File: src/rtl/axi_lite_cmd_master.sv
// Command-to-AXI4-Lite master bridge: turns single register commands into AXI4-Lite
// write/read transactions, one outstanding at a time, and returns the bus result on a response stream.
module axi_lite_cmd_master #(
   parameter int ADDR_WIDTH     = 4,
   parameter int DATA_WIDTH     = 32,
   parameter int TIMEOUT_CYCLES = 64
) (
   input  logic                      clock,
   input  logic                      reset_n,
   input  logic                      cmd_valid,
   output logic                      cmd_ready,
   input  logic                      cmd_write,
   input  logic [ADDR_WIDTH-1:0]     cmd_addr,
   input  logic [DATA_WIDTH-1:0]     cmd_wdata,
   input  logic [DATA_WIDTH/8-1:0]   cmd_wstrb,
   output logic                      rsp_valid,
   input  logic                      rsp_ready,
   output logic                      rsp_write,
   output logic [DATA_WIDTH-1:0]     rsp_rdata,
   output logic [1:0]                rsp_resp,
   output logic                      timeout_err,
   output logic [ADDR_WIDTH-1:0]     M_AXI_AWADDR,
   output logic [2:0]                M_AXI_AWPROT,
   output logic                      M_AXI_AWVALID,
   input  logic                      M_AXI_AWREADY,
   output logic [DATA_WIDTH-1:0]     M_AXI_WDATA,
   output logic [DATA_WIDTH/8-1:0]   M_AXI_WSTRB,
   output logic                      M_AXI_WVALID,
   input  logic                      M_AXI_WREADY,
   input  logic [1:0]                M_AXI_BRESP,
   input  logic                      M_AXI_BVALID,
   output logic                      M_AXI_BREADY,
   output logic [ADDR_WIDTH-1:0]     M_AXI_ARADDR,
   output logic [2:0]                M_AXI_ARPROT,
   output logic                      M_AXI_ARVALID,
   input  logic                      M_AXI_ARREADY,
   input  logic [DATA_WIDTH-1:0]     M_AXI_RDATA,
   input  logic [1:0]                M_AXI_RRESP,
   input  logic                      M_AXI_RVALID,
   output logic                      M_AXI_RREADY
);

   localparam int CNT_W = ($clog2(TIMEOUT_CYCLES + 1) > 8) ? $clog2(TIMEOUT_CYCLES + 1) : 8;
   localparam logic [CNT_W-1:0] CNT_LAST = CNT_W'(TIMEOUT_CYCLES - 1);
   localparam logic [CNT_W-1:0] CNT_MAX  = '1;

   typedef enum logic [2:0] {
      IDLE,
      WR,
      WB,
      RA,
      RD,
      RSP
   } state_t;

   state_t           state;
   logic [CNT_W-1:0] phase_cnt;
   logic             aw_done;
   logic             w_done;

   assign M_AXI_AWPROT = 3'b000;
   assign M_AXI_ARPROT = 3'b000;

   // A channel counts as done once its handshake happens now or has already happened.
   assign aw_done = !M_AXI_AWVALID || M_AXI_AWREADY;
   assign w_done  = !M_AXI_WVALID  || M_AXI_WREADY;

   always_ff @(posedge clock or negedge reset_n) begin
      if (!reset_n) begin
         state         <= IDLE;
         phase_cnt     <= '0;
         cmd_ready     <= 1'b1;
         rsp_valid     <= 1'b0;
         rsp_write     <= 1'b0;
         rsp_rdata     <= '0;
         rsp_resp      <= 2'b00;
         timeout_err   <= 1'b0;
         M_AXI_AWADDR  <= '0;
         M_AXI_AWVALID <= 1'b0;
         M_AXI_WDATA   <= '0;
         M_AXI_WSTRB   <= '0;
         M_AXI_WVALID  <= 1'b0;
         M_AXI_BREADY  <= 1'b0;
         M_AXI_ARADDR  <= '0;
         M_AXI_ARVALID <= 1'b0;
         M_AXI_RREADY  <= 1'b0;
      end else begin
         // Bus phases are timed but never abandoned; a state change below overrides the count.
         if (state == WR || state == WB || state == RA || state == RD) begin
            if (phase_cnt != CNT_MAX) begin
               phase_cnt <= phase_cnt + 1'b1;
            end
            if (phase_cnt == CNT_LAST) begin
               timeout_err <= 1'b1;
            end
         end

         case (state)
            IDLE: begin
               if (cmd_valid && cmd_ready) begin
                  cmd_ready   <= 1'b0;
                  timeout_err <= 1'b0;
                  phase_cnt   <= '0;
                  if (cmd_write) begin
                     M_AXI_AWADDR  <= cmd_addr;
                     M_AXI_WDATA   <= cmd_wdata;
                     M_AXI_WSTRB   <= cmd_wstrb;
                     M_AXI_AWVALID <= 1'b1;
                     M_AXI_WVALID  <= 1'b1;
                     state         <= WR;
                  end else begin
                     M_AXI_ARADDR  <= cmd_addr;
                     M_AXI_ARVALID <= 1'b1;
                     state         <= RA;
                  end
               end
            end

            WR: begin
               if (M_AXI_AWVALID && M_AXI_AWREADY) begin
                  M_AXI_AWVALID <= 1'b0;
               end
               if (M_AXI_WVALID && M_AXI_WREADY) begin
                  M_AXI_WVALID <= 1'b0;
               end
               if (aw_done && w_done) begin
                  M_AXI_BREADY <= 1'b1;
                  phase_cnt    <= '0;
                  state        <= WB;
               end
            end

            WB: begin
               if (M_AXI_BVALID) begin
                  rsp_resp     <= M_AXI_BRESP;
                  rsp_write    <= 1'b1;
                  rsp_rdata    <= '0;
                  rsp_valid    <= 1'b1;
                  M_AXI_BREADY <= 1'b0;
                  phase_cnt    <= '0;
                  state        <= RSP;
               end
            end

            RA: begin
               if (M_AXI_ARREADY) begin
                  M_AXI_ARVALID <= 1'b0;
                  M_AXI_RREADY  <= 1'b1;
                  phase_cnt     <= '0;
                  state         <= RD;
               end
            end

            RD: begin
               if (M_AXI_RVALID) begin
                  rsp_rdata    <= M_AXI_RDATA;
                  rsp_resp     <= M_AXI_RRESP;
                  rsp_write    <= 1'b0;
                  rsp_valid    <= 1'b1;
                  M_AXI_RREADY <= 1'b0;
                  phase_cnt    <= '0;
                  state        <= RSP;
               end
            end

            RSP: begin
               // cmd_ready rises only after the handshake, so no command overlaps it.
               if (rsp_ready) begin
                  rsp_valid <= 1'b0;
                  cmd_ready <= 1'b1;
                  state     <= IDLE;
               end
            end

            default: begin
               state <= IDLE;
            end
         endcase
      end
   end

endmodule

File: config.mk
export PLATFORM = sky130hd
export DESIGN_NAME = axi_lite_cmd_master
export DESIGN_NICKNAME = d
export VERILOG_FILES = /design/src/rtl/axi_lite_cmd_master.sv
export SDC_FILE = /design/constraint.sdc
export NUM_CORES = 1
export LEC_CHECK = 0
export ABC_AREA = 1
export BUFFER_PORTS_ARGS = -buffer_cell sky130_fd_sc_hd__buf_4
export CORE_MARGIN = 2
export CORE_UTILIZATION = 30
export CTS_BUF_LIST = sky130_fd_sc_hd__clkbuf_16
export DETAILED_ROUTE_END_ITERATION = 8
export PLACE_DENSITY_LB_ADDON = 0.08
export SLEW_MARGIN = 40
export SYNTH_ARGS = -nofsm -noshare
export SYNTH_HDL_FRONTEND = slang
export SYNTH_SLANG_ARGS = --single-unit
File: constraint.sdc
create_clock -name clock -period 1.7 [get_ports clock]
set_input_delay 0.17 -clock clock [delete_from_list [all_inputs] [get_ports clock]]
set_output_delay 0.17 -clock clock [all_outputs]
set_load 0.005 [all_outputs]
======== Word level (Yosys, flattened, before mapping) ========
Index checks and enable logic that the tools add are counted.
operators by class
  add/sub/neg operators ................... 1
  multipliers ............................. 0
  divide/modulo/power cells ............... 0
  magnitude comparators ................... 0
  equal/unequal tests ..................... 17
  shifts and indexed selects .............. 0
  multiplexer cells ....................... 50
  bitwise logic cells ..................... 1
  reductions and logical operators ........ 30
operators by type and width
  operator                                             count
  two-way mux 32 bit                                   2
  case mux 32 bit (2 select lines)                     1
  two-way mux 8 bit                                    7
  case mux 8 bit (5 select lines)                      1
  two-way mux 1 bit                                    20
  two-way mux 3 bit                                    6
  case mux 3 bit (6 select lines)                      1
  AND reduction 3 bit                                  6
  AND reduction 4 bit                                  4
  != test 2 bit, second input constant                 7
  case mux 1 bit (2 select lines)                      7
  nonzero test 2 bit                                   6
  adder 8 x 1 -> 8 bit, second input constant          1
  equality test 8 x 6 -> 1 bit, second input constant  1
  != test 8 bit, second input constant                 1
  equality test 3 x 2 -> 1 bit, second input constant  2
  equality test 3 bit, second input constant           2
  two-way mux 2 bit                                    3
  != test 2 x 1 -> 1 bit, second input constant        3
  AND reduction 6 bit                                  1
  logical OR 1 bit                                     5
  logical AND 1 bit                                    4
  case mux 2 bit (2 select lines)                      1
  equality test 3 x 1 -> 1 bit, second input constant  1
  5 further kinds                                      6
word-level totals
  flip-flop bits (word level) ............. 98
  bits in latches ......................... 0
  RAM bits ................................ 0
  ROM bits ................................ 0
  output and inout port bits .............. 93
  memories kept ........................... 0

======== Depth between registers and ports, before layout ========
  depth after elaboration ................. 7
  depth in mapped cells ................... 10
  gate-level depth less buffers ........... 9

======== Worst setup path after synthesis ========
OpenSTA, ideal clock, no wires.
  path type ............................... register to register
  from .................................... reg state[0]
  to ...................................... reg M_AXI_WDATA[10]
  arrival time ............................ 1.288 ns
  required time ........................... 1.584 ns
  setup slack ............................. 0.295 ns
  stages on the path, launching flop included .. 11
  path buffers ............................ 2
  period minus slack after synthesis ...... 1.405 ns
  cells stage by stage .................... dfrtp_1 buf_6 nor2_4 nand2_2 nor2_4 inv_2 nor2_4 inv_2 buf_2 nand2_1 nand2_1
on the way
  longest elaborated chain between the ends .. 2
RTL lines
  what                                  RTL line  text
  start: declaration                    56        state_t state;
  start signal: assignment              70        state <= IDLE;
  start signal: assignment              110       state <= WR;
  start signal: assignment              114       state <= RA;
  zero test 3 bit                       98        case (state)
  AND reduction 3 bit (no source line)  -
  end signal: assignment                106       M_AXI_WDATA <= cmd_wdata;
  end: declaration                      26        output logic [DATA_WIDTH-1:0] M_AXI_WDATA,
Every way passes these cells.
A chain may end at the register's enable or synchronous reset.

======== Final worst setup path ========
  from .................................... reg state[1]
  to ...................................... reg M_AXI_WVALID
on the way
  longest elaborated chain between the ends .. 3
RTL lines
  what                                                                    RTL line  text
  equality test 3 x 1 -> 1 bit / zero test 3 bit (equally long branches)  98
  != test 2 x 1 -> 1 bit (no source line), or another cell as far along   -
  AND reduction 4 bit (no source line)                                    -
  end signal: assignment                                                  82        M_AXI_WVALID <= 1'b0;
  end signal: assignment                                                  109       M_AXI_WVALID <= 1'b1;
  end signal: assignment                                                  124       M_AXI_WVALID <= 1'b0;
  end: declaration                                                        28        output logic M_AXI_WVALID,
Several ways; a longest one is shown, not always the timed one.

==> impl_results.md <==
- Outcome: complete, no violations
- F_max: 640.5 MHz
- Final Wtd Congestion: around 0.78
- Final-report setup violation count: 0
- Warnings from Yosys: 0
- Power dissipated by switching net loads: 3306 uW
- Routed WL per cell: approximately 12 um
- Antenna cells: 0
- Combinational share of power: a little under two fifths
- Power density of the placed cells: 1651 nW/um^2
- Cell Chain, Critical Path: nor2_4 -> nand2_2 -> nor2_4 -> inv_2 -> nor2_4 -> buf_6 -> nor2_1 -> a21oi_1
- DRC viols: 0
- Initial cell density of the core: 31.04%
- Skew-Pair Late Insertion Delay: 0.34 ns
- Hold Violations, Final: 0
- Post-synth top area cell: sky130_fd_sc_hd__dfrtp_1
- Fin crit period: 1.561 ns
- Maximum clock skew at final layout: 0.003337 ns
- Hold Path Depth: 3
- Worst path slowest cell: sky130_fd_sc_hd__dfrtp_1
- Endpoint with the worst hold slack: M_AXI_WDATA[25]$_DFFE_PN0P_
- Slew Viols, Final: 0
- Post-layout utilization of the core: 44.88%
- Total number of H-tree levels: 3
- Critical Path RT: ~2.0 ns
- Fill cell total of the finished layout: 1,360
- Dpl hpwl: around 8.0 mm
- R2R Setup Slk: between 0.1 and 0.15 ns
- Total congestion overflow after global routing: 0
- Number of rows created at floorplan: 42
- Number of DRC markers after the initial detailed-route iteration: roughly 210
- CTS clk-pin slew, worst paths: 0.06 ns
- Pre-Repair DR Iteration Count: 4
- Critical path type: reg -> reg
- Total power consumption of the routed design: between 9000 and 10,000 uW
- Number of top-level design ports: 179
- Post-CTS Repair Setup Buffers: 0
- CTS max path bufs: 2
- Critical hold path startpoint: cmd_wdata[25]
- Total internal power: 6586 uW
- Reg2Reg Launch Point: state[1]$_DFFE_PN0P_
- Post-Synthesis Cells: approximately 500
- TritonCTS clock tree: yes
- Leakage dissipation: 0.003369 uW
- Maximum number of pins on one net before global-route repair: 45
- Detailed-route vias per instance: 4.279
- Area share of the largest cell type after synthesis: about three fifths
- Max stage delay on crit path: 0.44 ns
- Depth of the worst register-to-register path: 8
- Layout overhead on the synthesized area: 44.61%
- Standard cell core area: 13,350 um^2
- Number of buffers inserted during clock tree synthesis: 9
- Share of cells above drive strength 1: 30.60%
- Wirelength, routed: 10.69 mm
- Initial antenna violation count: 0
- GRT Total Usage: 14.52%
- Post-route fraction of the period consumed by the critical path: 91.84%
- Height of the die: 121.5 um
- Share of total power in the clock network: roughly 22%
- Net switching fraction of the power: between 30% and 40%
- Max-Slew Margin vs Limit: 65.14%
- Yosys reg bits: 98
- Maximum capacitance violations: 0
- Die area: ~15,000 um^2
- Number of clock sinks: 98
- Final sum of negative setup slack: 0 ns
- Relative contribution of sequential cells to total power: 40.2%
- Minimum setup slack in the final design: 0.1388 ns
- Cell at the root of the clock tree: sky130_fd_sc_hd__clkbuf_16
- Maximum fanout along the worst path: 22
- Worst IR Drop VDD: around 0.56 mV
- Crit. End Element: register
- DIE WIDTH: between 100 and 150 um
- Post-synthesis cell area: 4143 um^2
- Number of global-route vias before repair: about 3,400
- Critical Path AT: around 1.8 ns
- RSZ-0062 raised after global routing: no
- Share of synthesized area occupied by flip-flops and latches: 59.23%
- Hold crit path type: in -> reg
- Endpoint of the worst-slack reg-to-reg timing path: M_AXI_WVALID$_DFFE_PN0P_
- Top cells by area, synth: sky130_fd_sc_hd__dfrtp_1, sky130_fd_sc_hd__nand2_1, sky130_fd_sc_hd__nor2_1, sky130_fd_sc_hd__inv_1, sky130_fd_sc_hd__nand3_1
- CP startpoint kind: register
- Number of nets still failing antenna checks after routing: 0
- Net count of the finished layout: 765
- Synth unique cells: 24
- Worst hold slack: 0.02691 ns
- Minimum setup slack after placement: -0.007577 ns
- Via total after detailed routing: 3,676
- Tightest Pin Transition: approximately 0.52 ns
- Most repeated library cell on the critical path: sky130_fd_sc_hd__nor2_4
- Avg Cell Area, Syn: 8.302 um^2
- Total of buffers placed on input and output ports: 172
- Wire length of the first global-routing pass: between 15 and 20 mm
==> Yosys cell counts <==
master / instances
sky130_fd_sc_hd__a21oi_1: 5
sky130_fd_sc_hd__a31oi_1: 1
sky130_fd_sc_hd__buf_2: 11
sky130_fd_sc_hd__buf_4: 6
sky130_fd_sc_hd__buf_6: 5
sky130_fd_sc_hd__conb_1: 1
sky130_fd_sc_hd__dfrtp_1: 97
sky130_fd_sc_hd__dfstp_2: 1
sky130_fd_sc_hd__ha_1: 1
sky130_fd_sc_hd__inv_1: 28
sky130_fd_sc_hd__inv_2: 5
sky130_fd_sc_hd__nand2_1: 262
sky130_fd_sc_hd__nand2_2: 2
sky130_fd_sc_hd__nand3_1: 14
sky130_fd_sc_hd__nand3b_1: 1
sky130_fd_sc_hd__nand4_1: 2
sky130_fd_sc_hd__nor2_1: 31
sky130_fd_sc_hd__nor2_2: 1
sky130_fd_sc_hd__nor2_4: 3
sky130_fd_sc_hd__nor3_1: 4
sky130_fd_sc_hd__o21a_1: 2
sky130_fd_sc_hd__o21ai_0: 11
sky130_fd_sc_hd__o21ai_1: 4
sky130_fd_sc_hd__xor2_1: 1
==> flip-flops by register name (all words and copies together) (netlist names), 2 cells and up <==
name,cells
M_AXI_ARADDR,4
M_AXI_WDATA,32
rsp_resp,2
phase_cnt,8
M_AXI_WSTRB,4
M_AXI_AWADDR,4
rsp_rdata,32
state,3
==> routing by layer <==
layer,part of all wire [%],GRT usage (%),wire length (um)
met5,0,0,0
met4,1.4,4.957,150
met3,8.9,5.263,953
met2,44,21.28,4750
met1,45,19.92,4832
==> logic make-up (layout without fill, tap and decap cells) <==
logic type	after synthesis	count (layout)	share of synthesized area (%)
flip-flops	98	98	59.23
buffers and inverters	55	234	6.765
XOR/XNOR	1	1	0.2115
other	1	6	0.09052
AND/OR/NAND/NOR	320	320	30.47
adder cells (fa/ha/maj)	1	1	0.3020
AO/OA/AOI/OAI	23	23	2.929
==> what timing repair did <==
item,CTS,global route
hold endpoints to repair,37,0
setup endpoints to repair,2,36
resized for setup,1,5
pin swaps,0,0
hold buffers,3,0
==> layout make-up <==
type	count	area [um^2]	area share (%)
Sequential cell	98	2454	40.96
Timing Repair Buffer	185	1438	24.00
Multi-Input combinational cell	351	1430	23.87
Clock buffer	9	225.2	3.759
Tap cell	176	220.2	3.676
Inverter	33	131.4	2.193
Clock inverter	7	92.59	1.546
==> power by group through the flow <==
stage          clock network [uW]  logic [uW]  registers, uW
6_report                     2160        3750           3980
5_1_grt                      2360        4250           4090
4_1_cts                      2240        3830           3980
3_5_place_dp                    0        3830           3990
3_3_place_gp                    0        3790           3980
2_1_floorplan                   0        1640           3990
==> metrics by stage <==
step,instance area (um^2),instances
CTS,5979,859
global placement,5629,840
detailed placement,5629,840
finish,5991,859
floorplan,4161,504
global route,5991,859
==> placed cells by master (no fill, tap or decap), types with 4 or more instances in the layout <==
master / n
sky130_fd_sc_hd__conb_1: 6
sky130_fd_sc_hd__a21oi_1: 5
sky130_fd_sc_hd__o21ai_0: 11
sky130_fd_sc_hd__clkbuf_16: 9
sky130_fd_sc_hd__buf_4: 178
sky130_fd_sc_hd__inv_1: 28
sky130_fd_sc_hd__o21ai_1: 4
sky130_fd_sc_hd__nor2_1: 31
sky130_fd_sc_hd__nand3_1: 14
sky130_fd_sc_hd__nor3_1: 4
sky130_fd_sc_hd__dfrtp_1: 97
sky130_fd_sc_hd__nand2_1: 261
==> worst max-delay path: cells and delay by family (launching register included) <==
family,cells,cell delay (ns)
and+or+nand+nor,5,0.66
buffers and inverters,2,0.28
AOI/OAI and AO/OA,1,0.11
DFF,1,0.44
==> worst max-delay path by stage <==
stage | start | slack [ns] | to | depth (start not counted)
2_1_floorplan | state[0]$_DFFE_PN0P_ | 0.30 | M_AXI_WDATA[10]$_DFFE_PN0P_ | 10
3_3_place_gp | state[2]$_DFFE_PN0P_ | 0.03 | M_AXI_AWADDR[0]$_DFFE_PN0P_ | 8
3_5_place_dp | state[1]$_DFFE_PN0P_ | -0.008 | M_AXI_AWADDR[2]$_DFFE_PN0P_ | 8
4_1_cts | state[1]$_DFFE_PN0P_ | 0.09 | M_AXI_AWVALID$_DFFE_PN0P_ | 8
5_1_grt | state[1]$_DFFE_PN0P_ | 0.004 | M_AXI_WDATA[25]$_DFFE_PN0P_ | 8
6_report | state[1]$_DFFE_PN0P_ | 0.14 | M_AXI_WVALID$_DFFE_PN0P_ | 8
Note: power is estimated with default switching activity, not from simulation.
